### src/rtl/cbfp_shift_detect_pkg.sv
// Shared definitions for the CBFP1 normalisation path.
// Contents: default block geometry, sample/shift widths and the sample and
// shift-value types used across the CBFP front end.
package cbfp_pkg;

    localparam int CBFP_IN_W         = 25;  // butterfly output sample width
    localparam int CBFP_OUT_W        = 12;  // width after CBFP1 bit shift
    localparam int CBFP_BLK          = 8;   // samples per normalisation block
    localparam int CBFP_SHIFT_W      = 5;   // holds 0..CBFP_IN_W-1
    localparam int CBFP_SHIFT_TARGET = 13;  // shift that maps CBFP_IN_W onto CBFP_OUT_W

    typedef logic signed [CBFP_IN_W-1:0] cbfp_sample_t;
    typedef logic [CBFP_SHIFT_W-1:0]     cbfp_shift_t;

endpackage

### src/rtl/cbfp_shift_detect_if.sv
// Streaming butterfly-to-CBFP bus.
// master: producer side; drives clear, in_valid and the four input lanes,
//         observes the captured block, shift values and fill index.
// slave:  cbfp_shift_detect; the reverse directions.
// Output arrays are indexed [0:BLOCK_SIZE-1], index 0 is the first sample.
interface cbfp_shift_detect_if
    import cbfp_pkg::*;
#(
    parameter int INPUT_WIDTH = CBFP_IN_W,
    parameter int BLOCK_SIZE  = CBFP_BLK,
    parameter int SHIFT_WIDTH = CBFP_SHIFT_W
) ();
    localparam int CNT_W = $clog2(BLOCK_SIZE);

    logic                          clear;
    logic                          in_valid;
    logic signed [INPUT_WIDTH-1:0] in_R_add;
    logic signed [INPUT_WIDTH-1:0] in_Q_add;
    logic signed [INPUT_WIDTH-1:0] in_R_sub;
    logic signed [INPUT_WIDTH-1:0] in_Q_sub;

    logic                          out_valid;
    logic [SHIFT_WIDTH-1:0]        shift_value_add;
    logic [SHIFT_WIDTH-1:0]        shift_value_sub;
    logic signed [INPUT_WIDTH-1:0] out_R_add [0:BLOCK_SIZE-1];
    logic signed [INPUT_WIDTH-1:0] out_Q_add [0:BLOCK_SIZE-1];
    logic signed [INPUT_WIDTH-1:0] out_R_sub [0:BLOCK_SIZE-1];
    logic signed [INPUT_WIDTH-1:0] out_Q_sub [0:BLOCK_SIZE-1];
    logic [CNT_W-1:0]              blk_cnt;

    modport master (
        output clear, in_valid, in_R_add, in_Q_add, in_R_sub, in_Q_sub,
        input  out_valid, shift_value_add, shift_value_sub,
               out_R_add, out_Q_add, out_R_sub, out_Q_sub, blk_cnt
    );

    modport slave (
        input  clear, in_valid, in_R_add, in_Q_add, in_R_sub, in_Q_sub,
        output out_valid, shift_value_add, shift_value_sub,
               out_R_add, out_Q_add, out_R_sub, out_Q_sub, blk_cnt
    );

endinterface

### src/rtl/cbfp_shift_detect_sign_count.sv
// cbfp_sign_count: combinational redundant-sign-bit count of one sample.
// Ports: sample (signed INPUT_WIDTH) in, rsc (SHIFT_WIDTH) out.
// rsc counts bits from INPUT_WIDTH-2 downward that equal the sign bit,
// stopping at the first mismatch; range 0..INPUT_WIDTH-1.
module cbfp_sign_count
    import cbfp_pkg::*;
#(
    parameter int INPUT_WIDTH = CBFP_IN_W,
    parameter int SHIFT_WIDTH = CBFP_SHIFT_W
) (
    input  logic signed [INPUT_WIDTH-1:0] sample,
    output logic [SHIFT_WIDTH-1:0]        rsc
);

    always_comb begin
        logic                   done;
        logic [SHIFT_WIDTH-1:0] cnt;
        // NOTE: every variable gets a value before the loop so no path leaves it unassigned (no latch).
        done = 1'b0;
        cnt  = '0;
        for (int i = INPUT_WIDTH - 2; i >= 0; i--) begin
            if (!done && (sample[i] == sample[INPUT_WIDTH-1])) begin
                cnt = cnt + SHIFT_WIDTH'(1);
            end else begin
                done = 1'b1;
            end
        end
        rsc = cnt;
    end

endmodule

### src/rtl/cbfp_shift_detect.sv
// cbfp_shift_detect: CBFP1 front end. Collects BLOCK_SIZE butterfly samples
// per lane, tracks the block-wide minimum redundant sign count of the add
// and sub branches, and presents the completed block in parallel with
// shift_value_add / shift_value_sub and a one-cycle out_valid pulse.
// Ports: clk, rstn (async active-low), bus (cbfp_shift_detect_if.slave):
//   clear, in_valid, in_{R,Q}_{add,sub} in;
//   out_valid, shift_value_{add,sub}, out_{R,Q}_{add,sub}[], blk_cnt out.
// The fill buffer and output registers form a double buffer: the block is
// copied out on the completing edge while the next block starts filling.
module cbfp_shift_detect
    import cbfp_pkg::*;
#(
    parameter int INPUT_WIDTH = CBFP_IN_W,
    parameter int BLOCK_SIZE  = CBFP_BLK,
    parameter int SHIFT_WIDTH = CBFP_SHIFT_W
) (
    input logic               clk,
    input logic               rstn,
    cbfp_shift_detect_if.slave bus
);

    localparam int                     CNT_W    = $clog2(BLOCK_SIZE);
    localparam logic [CNT_W-1:0]       LAST_IDX = CNT_W'(BLOCK_SIZE - 1);
    localparam logic [SHIFT_WIDTH-1:0] MIN_INIT = SHIFT_WIDTH'(INPUT_WIDTH - 1);

    typedef logic signed [INPUT_WIDTH-1:0] sample_t;
    typedef struct packed {
        sample_t r_add;
        sample_t q_add;
        sample_t r_sub;
        sample_t q_sub;
    } lanes_t;

    function automatic logic [SHIFT_WIDTH-1:0] min3(input logic [SHIFT_WIDTH-1:0] a,
                                                    input logic [SHIFT_WIDTH-1:0] b,
                                                    input logic [SHIFT_WIDTH-1:0] c);
        logic [SHIFT_WIDTH-1:0] m;
        m = (a < b) ? a : b;
        return (c < m) ? c : m;
    endfunction

    lanes_t                 fill [BLOCK_SIZE];
    lanes_t                 cur;
    logic [CNT_W-1:0]       blk_cnt;
    logic [SHIFT_WIDTH-1:0] min_add, min_sub;
    logic [SHIFT_WIDTH-1:0] rsc_r_add, rsc_q_add, rsc_r_sub, rsc_q_sub;
    logic [SHIFT_WIDTH-1:0] next_min_add, next_min_sub;

    assign cur = '{r_add: bus.in_R_add, q_add: bus.in_Q_add,
                   r_sub: bus.in_R_sub, q_sub: bus.in_Q_sub};

    cbfp_sign_count #(.INPUT_WIDTH(INPUT_WIDTH), .SHIFT_WIDTH(SHIFT_WIDTH))
        u_rsc_r_add (.sample(bus.in_R_add), .rsc(rsc_r_add));
    cbfp_sign_count #(.INPUT_WIDTH(INPUT_WIDTH), .SHIFT_WIDTH(SHIFT_WIDTH))
        u_rsc_q_add (.sample(bus.in_Q_add), .rsc(rsc_q_add));
    cbfp_sign_count #(.INPUT_WIDTH(INPUT_WIDTH), .SHIFT_WIDTH(SHIFT_WIDTH))
        u_rsc_r_sub (.sample(bus.in_R_sub), .rsc(rsc_r_sub));
    cbfp_sign_count #(.INPUT_WIDTH(INPUT_WIDTH), .SHIFT_WIDTH(SHIFT_WIDTH))
        u_rsc_q_sub (.sample(bus.in_Q_sub), .rsc(rsc_q_sub));

    // Minima including the sample on the inputs; used both for the running
    // update and for the final shift value on the completing edge.
    assign next_min_add = min3(min_add, rsc_r_add, rsc_q_add);
    assign next_min_sub = min3(min_sub, rsc_r_sub, rsc_q_sub);

    assign bus.blk_cnt = blk_cnt;

    // NOTE: all state here uses <= so every read sees the pre-edge value; the
    // output copy below relies on this to read fill[] before this edge's write.
    always_ff @(posedge clk or negedge rstn) begin
        if (!rstn) begin
            blk_cnt             <= '0;
            min_add             <= MIN_INIT;
            min_sub             <= MIN_INIT;
            bus.out_valid       <= 1'b0;
            bus.shift_value_add <= '0;
            bus.shift_value_sub <= '0;
            // NOTE: the buffers are register arrays with a defined reset value,
            // so they are cleared here; this keeps them out of RAM inference.
            for (int i = 0; i < BLOCK_SIZE; i++) begin
                fill[i]          <= '0;
                bus.out_R_add[i] <= '0;
                bus.out_Q_add[i] <= '0;
                bus.out_R_sub[i] <= '0;
                bus.out_Q_sub[i] <= '0;
            end
        end else begin
            bus.out_valid <= 1'b0;
            if (bus.clear) begin
                // Discard the partial block; a sample or completion on this edge is dropped.
                blk_cnt <= '0;
                min_add <= MIN_INIT;
                min_sub <= MIN_INIT;
            end else if (bus.in_valid) begin
                fill[blk_cnt] <= cur;
                blk_cnt       <= blk_cnt + CNT_W'(1);  // power-of-two size wraps naturally
                if (blk_cnt == LAST_IDX) begin
                    for (int i = 0; i < BLOCK_SIZE; i++) begin
                        bus.out_R_add[i] <= (i == BLOCK_SIZE - 1) ? cur.r_add : fill[i].r_add;
                        bus.out_Q_add[i] <= (i == BLOCK_SIZE - 1) ? cur.q_add : fill[i].q_add;
                        bus.out_R_sub[i] <= (i == BLOCK_SIZE - 1) ? cur.r_sub : fill[i].r_sub;
                        bus.out_Q_sub[i] <= (i == BLOCK_SIZE - 1) ? cur.q_sub : fill[i].q_sub;
                    end
                    bus.shift_value_add <= next_min_add;
                    bus.shift_value_sub <= next_min_sub;
                    bus.out_valid       <= 1'b1;
                    min_add             <= MIN_INIT;
                    min_sub             <= MIN_INIT;
                end else begin
                    min_add <= next_min_add;
                    min_sub <= next_min_sub;
                end
            end
        end
    end

endmodule
### src/flat_wrapper.sv
// flat-port wrapper written by rule: the top's interface ports become plain ports
module cbfp_shift_detect_flat import cbfp_pkg::*;
#(
    parameter int INPUT_WIDTH = CBFP_IN_W,
    parameter int BLOCK_SIZE  = CBFP_BLK,
    parameter int SHIFT_WIDTH = CBFP_SHIFT_W
)
  (clk, rstn, bus_clear, bus_in_valid, bus_in_R_add, bus_in_Q_add, bus_in_R_sub, bus_in_Q_sub, bus_out_valid, bus_shift_value_add, bus_shift_value_sub, bus_out_R_add, bus_out_Q_add, bus_out_R_sub, bus_out_Q_sub, bus_blk_cnt);
  cbfp_shift_detect_if #(.INPUT_WIDTH(INPUT_WIDTH), .BLOCK_SIZE(BLOCK_SIZE), .SHIFT_WIDTH(SHIFT_WIDTH)) bus_i ();
  input logic clk;
  input logic rstn;
  input wire logic [$bits(bus_i.clear)-1:0] bus_clear;
  input wire logic [$bits(bus_i.in_valid)-1:0] bus_in_valid;
  input wire logic [$bits(bus_i.in_R_add)-1:0] bus_in_R_add;
  input wire logic [$bits(bus_i.in_Q_add)-1:0] bus_in_Q_add;
  input wire logic [$bits(bus_i.in_R_sub)-1:0] bus_in_R_sub;
  input wire logic [$bits(bus_i.in_Q_sub)-1:0] bus_in_Q_sub;
  output wire logic [$bits(bus_i.out_valid)-1:0] bus_out_valid;
  output wire logic [$bits(bus_i.shift_value_add)-1:0] bus_shift_value_add;
  output wire logic [$bits(bus_i.shift_value_sub)-1:0] bus_shift_value_sub;
  output wire logic [$bits(bus_i.out_R_add)-1:0] bus_out_R_add;
  output wire logic [$bits(bus_i.out_Q_add)-1:0] bus_out_Q_add;
  output wire logic [$bits(bus_i.out_R_sub)-1:0] bus_out_R_sub;
  output wire logic [$bits(bus_i.out_Q_sub)-1:0] bus_out_Q_sub;
  output wire logic [$bits(bus_i.blk_cnt)-1:0] bus_blk_cnt;
  assign bus_i.clear = bus_clear;
  assign bus_i.in_valid = bus_in_valid;
  assign bus_i.in_R_add = bus_in_R_add;
  assign bus_i.in_Q_add = bus_in_Q_add;
  assign bus_i.in_R_sub = bus_in_R_sub;
  assign bus_i.in_Q_sub = bus_in_Q_sub;
  assign bus_out_valid = bus_i.out_valid;
  assign bus_shift_value_add = bus_i.shift_value_add;
  assign bus_shift_value_sub = bus_i.shift_value_sub;
  assign bus_out_R_add = {>>{bus_i.out_R_add}};
  assign bus_out_Q_add = {>>{bus_i.out_Q_add}};
  assign bus_out_R_sub = {>>{bus_i.out_R_sub}};
  assign bus_out_Q_sub = {>>{bus_i.out_Q_sub}};
  assign bus_blk_cnt = bus_i.blk_cnt;
  cbfp_shift_detect #(.INPUT_WIDTH(INPUT_WIDTH), .BLOCK_SIZE(BLOCK_SIZE), .SHIFT_WIDTH(SHIFT_WIDTH)) u_core (.clk(clk), .rstn(rstn), .bus(bus_i));
endmodule
### config.mk
export PLATFORM = sky130hd
export DESIGN_NAME = cbfp_shift_detect_flat
export DESIGN_NICKNAME = d
export VERILOG_FILES = /design/src/rtl/cbfp_shift_detect_pkg.sv /design/src/rtl/cbfp_shift_detect_if.sv /design/src/rtl/cbfp_shift_detect_sign_count.sv /design/src/rtl/cbfp_shift_detect.sv /design/src/flat_wrapper.sv
export SDC_FILE = /design/constraint.sdc
export NUM_CORES = 2
export LEC_CHECK = 0
export ABC_AREA = 1
export BUFFER_PORTS_ARGS = -buffer_cell sky130_fd_sc_hd__buf_2
export CAP_MARGIN = 20
export CORE_MARGIN = 2
export CORE_UTILIZATION = 30
export CTS_BUF_LIST = sky130_fd_sc_hd__clkbuf_2 sky130_fd_sc_hd__clkbuf_4 sky130_fd_sc_hd__clkbuf_8
export CTS_CLUSTER_SIZE = 14
export DETAILED_ROUTE_END_ITERATION = 12
export GPL_ROUTABILITY_DRIVEN = 1
export HOLD_SLACK_MARGIN = 0.12
export MAX_ROUTING_LAYER = met4
export PLACE_DENSITY = 0.51
export SYNTH_ARGS = -nofsm -noshare
export SYNTH_HDL_FRONTEND = slang
export SYNTH_SLANG_ARGS = --single-unit
### constraint.sdc
create_clock -name clk -period 3.6 [get_ports clk]
set_input_delay 0.18 -clock clk [delete_from_list [all_inputs] [get_ports clk]]
set_output_delay 0.18 -clock clk [all_outputs]
set_load 0.02 [all_outputs]
==> impl_metrics.tcl <==
set metrics [dict create \
    number_of_synthesized_flops_with_an_enable_pin 0 \
    yosysWarnings 0 \
    wl_met3_mm 17.4 \
    antenna_violations_before_repair 32 \
    yosys.area.top_type "sky130_fd_sc_hd__dfrtp_1" \
    finalMaxSlewViolations 0 \
    p_sw_w 0.0111 \
    ys_top_cells_by_count "sky130_fd_sc_hd__nand2_1 (3242), sky130_fd_sc_hd__dfrtp_1 (1520), sky130_fd_sc_hd__o21ai_0 (861)" \
    finalCritPeriodShare_pct 334 \
    placed_cell_area_um2 77800 \
    detail_route.wirelength_mm 232 \
    share_of_layout_cells_above_drive_strength_1_pct 28.1 \
    crit_path_end "u_core.bus.shift_value_sub[3]$_DFFE_PN0P_" \
    power.share.sequential_pct 46.9 \
    cts-htree-levels 5 \
    beginning_of_the_worst_register_to_register_path "u_core.min_sub[2]$_DFFE_PN0P_" \
    critPathArrivalTime_ns 12.95 \
    placement.setup.worst_slack_ns -9.99 \
    drv.max_cap_violation_count 0 \
    worstSetupStartpoint "bus_in_R_sub[24]" \
    design.portCount 918 \
    netlist_instances 7562 \
    min-delay-path-class "input pin to flip-flop" \
    dr_total_vias 56800 \
    finalHoldViolCount 0 \
    avg_inst_size_synth_um2 8.59 \
    worst_r2r_endpoint "u_core.bus.shift_value_sub[3]$_DFFE_PN0P_" \
    met2RoutedLength_mm 106 \
    worst-path-stages 96 \
    worstPathMaxFanout 7 \
    clock_insertion_delay_worst_skew_ns 1.04 \
    postSynthNetCount 7769 \
    placed_cells_incl_taps 11600 \
    die_height_um 469 \
    final_core_utilization_pct 40.8 \
    internal_power_w 0.0308 \
    rsz0062_at_grt "true" \
    netlist_top_cells_area "sky130_fd_sc_hd__dfrtp_1 (59%), sky130_fd_sc_hd__nand2_1 (19%), sky130_fd_sc_hd__o21ai_0 (6.6%)" \
    port-buffer-count 917 \
    topRoutingLayerUsed "met4" \
    power-per-cell-area_nw_per_um2 478 \
    path_common_cell "sky130_fd_sc_hd__nand2_2" \
    fillers 21700 \
    worst_path_largest_cell_delay_ns 0.29 \
    synthDistinctLibCells 57 \
    clkTransAtPathRegs_ns 0.06 \
    firstDrtPassIters 9 \
    yosysSeqAreaShare_pct 58.7 \
    layout.cell_area.non_filler_um2 87600 \
    worst-path-buf-inv 12 \
    place.gp.congestion 0.860 \
    final_critical_path_setup_slack_ns -8.43 \
    whs_ns 0.208 \
    yosysTopAreaCellShare_pct 58.5 \
    tritoncts "done" \
    comb_power_share_pct 11.6 \
    grt_remaining_overflow 0 \
    fp.coreArea_um2 215000 \
    drtIter0Drc 3903 \
    syn2layout_area_growth_pct 34.9 \
    root_buffer "sky130_fd_sc_hd__clkbuf_8" \
    final_setup_violating_endpoints 20 \
    avgRoutedWirePerCell_um 18.7 \
    number_of_remaining_drc_errors 0 \
    synth_flop_cell "sky130_fd_sc_hd__dfrtp_1" \
    timing.critical_path.max_delay_family "adder cells" \
    reg2regPathDepth 17 \
    final_nets 9624 \
    most_common_cell_in_the_synthesized_netlist "sky130_fd_sc_hd__nand2_1" \
    detailedPlacementHpwl_mm 155 \
    worst_setup_path_end_kind "flip-flop" \
    timing.slew.headroom_pct 37.2 \
    regToRegSetupSlack_ns 0.69 \
    overall_die_width_um 469 \
    failing_checks "setup timing" \
    first_global_vias 56300 \
    switching_share_pct 26.5 \
    worst_pin_slew_ns 0.942 \
    p_leak_nw 48.5 \
    grt_start_max_net_pins 139 \
    clock_tree.buffer_depth 4 \
    outcome "finished with violations" \
    syn_area_um2 65000 \
    average_via_count_per_standard_cell 4.56 \
    start_util_pct 30.2 \
    row_count 170 \
    critPathLaunchType "input pin" \
    globalRouteTotalUtil_pct 21.3 \
    final.min_clock_period_ns 12.03 \
    clock_power_share_pct 41.5 \
    antenna_violating_nets_post_route 0 \
    clock_skew_ns 0.0608 \
    cts_sinks 1524 \
    path_class "input pin to flip-flop" \
    worst_ep_required_time_ns 4.52 \
    cts_buffers 293 \
    first_pass_grt_wire_length_mm 349 \
    crit_slowest_cell "sky130_fd_sc_hd__ha_1" \
    floorplan.die_area_um2 220000 \
    route.layer.met1.wl_mm 101 \
    layout.cells.non_filler 12500 \
    ys_ff_latch 1524 \
    timing.fmax_ghz 0.0831 \
    async_flop_share_pct 100 \
    vdd_drop_max_mv 0.381 \
]
worst reg2reg max path: stages (launching register included):
cell and delay, ns:
sky130_fd_sc_hd__dfrtp_1 0.42, sky130_fd_sc_hd__ha_1 0.34, sky130_fd_sc_hd__a21oi_2 0.19, sky130_fd_sc_hd__nor2_4 0.06, sky130_fd_sc_hd__a211oi_2 0.23, sky130_fd_sc_hd__nand2_2 0.15, sky130_fd_sc_hd__inv_2 0.13, sky130_fd_sc_hd__nand2_1 0.10
sky130_fd_sc_hd__and2_4 0.17, sky130_fd_sc_hd__ha_1 0.17, sky130_fd_sc_hd__nand2_1 0.08, sky130_fd_sc_hd__a21oi_2 0.06, sky130_fd_sc_hd__a211oi_2 0.21, sky130_fd_sc_hd__and2_4 0.23, sky130_fd_sc_hd__inv_4 0.06, sky130_fd_sc_hd__nand3_2 0.06
sky130_fd_sc_hd__nand2_2 0.08, sky130_fd_sc_hd__o21ai_2 0.11
sequential cells by signal, indices dropped and copies added, names as in the netlist:
| signal | flops |
|---|---|
| u_core.fill | 700 |
| u_core.bus.out_Q_add | 200 |
| u_core.bus.out_Q_sub | 200 |
| u_core.bus.out_R_add | 200 |
| u_core.bus.out_R_sub | 200 |
| u_core.bus.shift_value_add | 5 |
| u_core.bus.shift_value_sub | 5 |
| u_core.min_add | 5 |
| u_core.min_sub | 5 |
| u_core.bus.blk_cnt | 3 |
| u_core.bus.out_valid | 1 |
kinds of logic (layout without fill, tap and decap cells):
logic type / after synthesis / count (layout) / share of synthesized area, %
adder cells (fa/ha/maj): 103 / 103 / 1.98
XOR/XNOR: 43 / 43 / 0.834
other: 0 / 26 / 0
AND/OR/NAND/NOR: 3926 / 3926 / 24.7
multiplexers: 1 / 1 / 0.0154
flip-flops: 1524 / 1524 / 58.7
buffers and inverters: 898 / 2933 / 5.31
AO/OA/AOI/OAI: 1067 / 1067 / 8.46
metal layers:
metal / up-vias / global-route usage [%]
met5: - / -
met4: 0 / 7.65
met3: 384 / 6.06
met2: 1643 / 32.6
met1: 27400 / 26.7
li1: 27500 / -
timing repair:
| item | in CTS | in global routing |
|---|---|---|
| setup endpoints to repair | 20 | 21 |
| setup buffers | 80 | 43 |
| resized for setup | 42 | 171 |
| pin swaps | 33 | 146 |
| hold buffers | 202 | 1 |
| hold endpoints to repair | 2550 | 6 |
| cloned | 0 | 1 |
how the worst min path moves through the flow:
stage,slack [ns],to,depth (start not counted),start
finish,0.21,u_core.fill[272]$_DFFE_PN0P_,6,bus_in_Q_add[22]
global route,0.14,u_core.fill[472]$_DFFE_PN0P_,6,bus_in_Q_add[22]
CTS,0.12,u_core.fill[652]$_DFFE_PN0P_,4,bus_in_Q_add[2]
detailed placement,0.23,u_core.bus.out_Q_add[28]$_DFFE_PN0P_,1,rstn
global placement,0.22,u_core.bus.out_Q_add[28]$_DFFE_PN0P_,1,rstn
floorplan,-0.12,u_core.bus.blk_cnt[0]$_DFFE_PN0P_,0,rstn
cell usage in the layout, fill, tap and decap left out, types with 10 or more instances in the layout:
cell	count
sky130_fd_sc_hd__nand2_1	3176
sky130_fd_sc_hd__dfrtp_1	1520
sky130_fd_sc_hd__buf_2	910
sky130_fd_sc_hd__o21ai_0	845
sky130_fd_sc_hd__buf_4	736
sky130_fd_sc_hd__inv_1	452
sky130_fd_sc_hd__clkbuf_8	358
sky130_fd_sc_hd__nor2_1	224
sky130_fd_sc_hd__dlygate4sd3_1	200
sky130_fd_sc_hd__nand3_1	171
sky130_fd_sc_hd__nand2_2	129
sky130_fd_sc_hd__a21oi_1	127
sky130_fd_sc_hd__inv_2	82
sky130_fd_sc_hd__clkbuf_4	82
sky130_fd_sc_hd__ha_1	65
sky130_fd_sc_hd__nand3_2	59
sky130_fd_sc_hd__buf_12	52
sky130_fd_sc_hd__nand2_4	43
sky130_fd_sc_hd__ha_4	38
sky130_fd_sc_hd__o21ai_1	29
sky130_fd_sc_hd__diode_2	26
sky130_fd_sc_hd__nand4_1	22
sky130_fd_sc_hd__clkinv_2	21
sky130_fd_sc_hd__a21oi_2	14
sky130_fd_sc_hd__nor2_2	14
sky130_fd_sc_hd__o21ai_2	14
sky130_fd_sc_hd__nor2_4	14
sky130_fd_sc_hd__and2_4	13
sky130_fd_sc_hd__clkinvlp_4	12
sky130_fd_sc_hd__xor2_2	11
sky130_fd_sc_hd__xnor2_1	10
final cells by class:
type                    instances  area, µm²  area share (%)
diodes                         26       65.1          0.0742
clock buffers                 440       5540            6.33
clock inverters                35        284           0.324
inverters                     548       2110            2.41
multi-input cells            5140      24600            28.1
flip-flops and latches       1524      38100            43.5
well taps                    2838       3550            4.05
repair buffers               1910      13300            15.2
power by group through the flow:
| stage | Combinational [W] | Clock [W] | Sequential [W] |
|---|---|---|---|
| floorplan | 0.00220 | 0 | 0.0199 |
| global placement | 0.00418 | 0 | 0.0199 |
| detailed placement | 0.00431 | 0 | 0.0199 |
| CTS | 0.00468 | 0.0180 | 0.0196 |
| global route | 0.00556 | 0.0187 | 0.0198 |
| finish | 0.00487 | 0.0174 | 0.0196 |
metrics by stage:
stage | power, W | TNS, ns
after floorplan | 0.0221 | -169.32
after global placement | 0.0241 | -181.24
after detailed placement | 0.0242 | -186.58
after CTS | 0.0423 | -160.83
after global routing | 0.0441 | -168.37
final | 0.0419 | -159.56
Note: power is estimated with default switching activity, not from simulation.
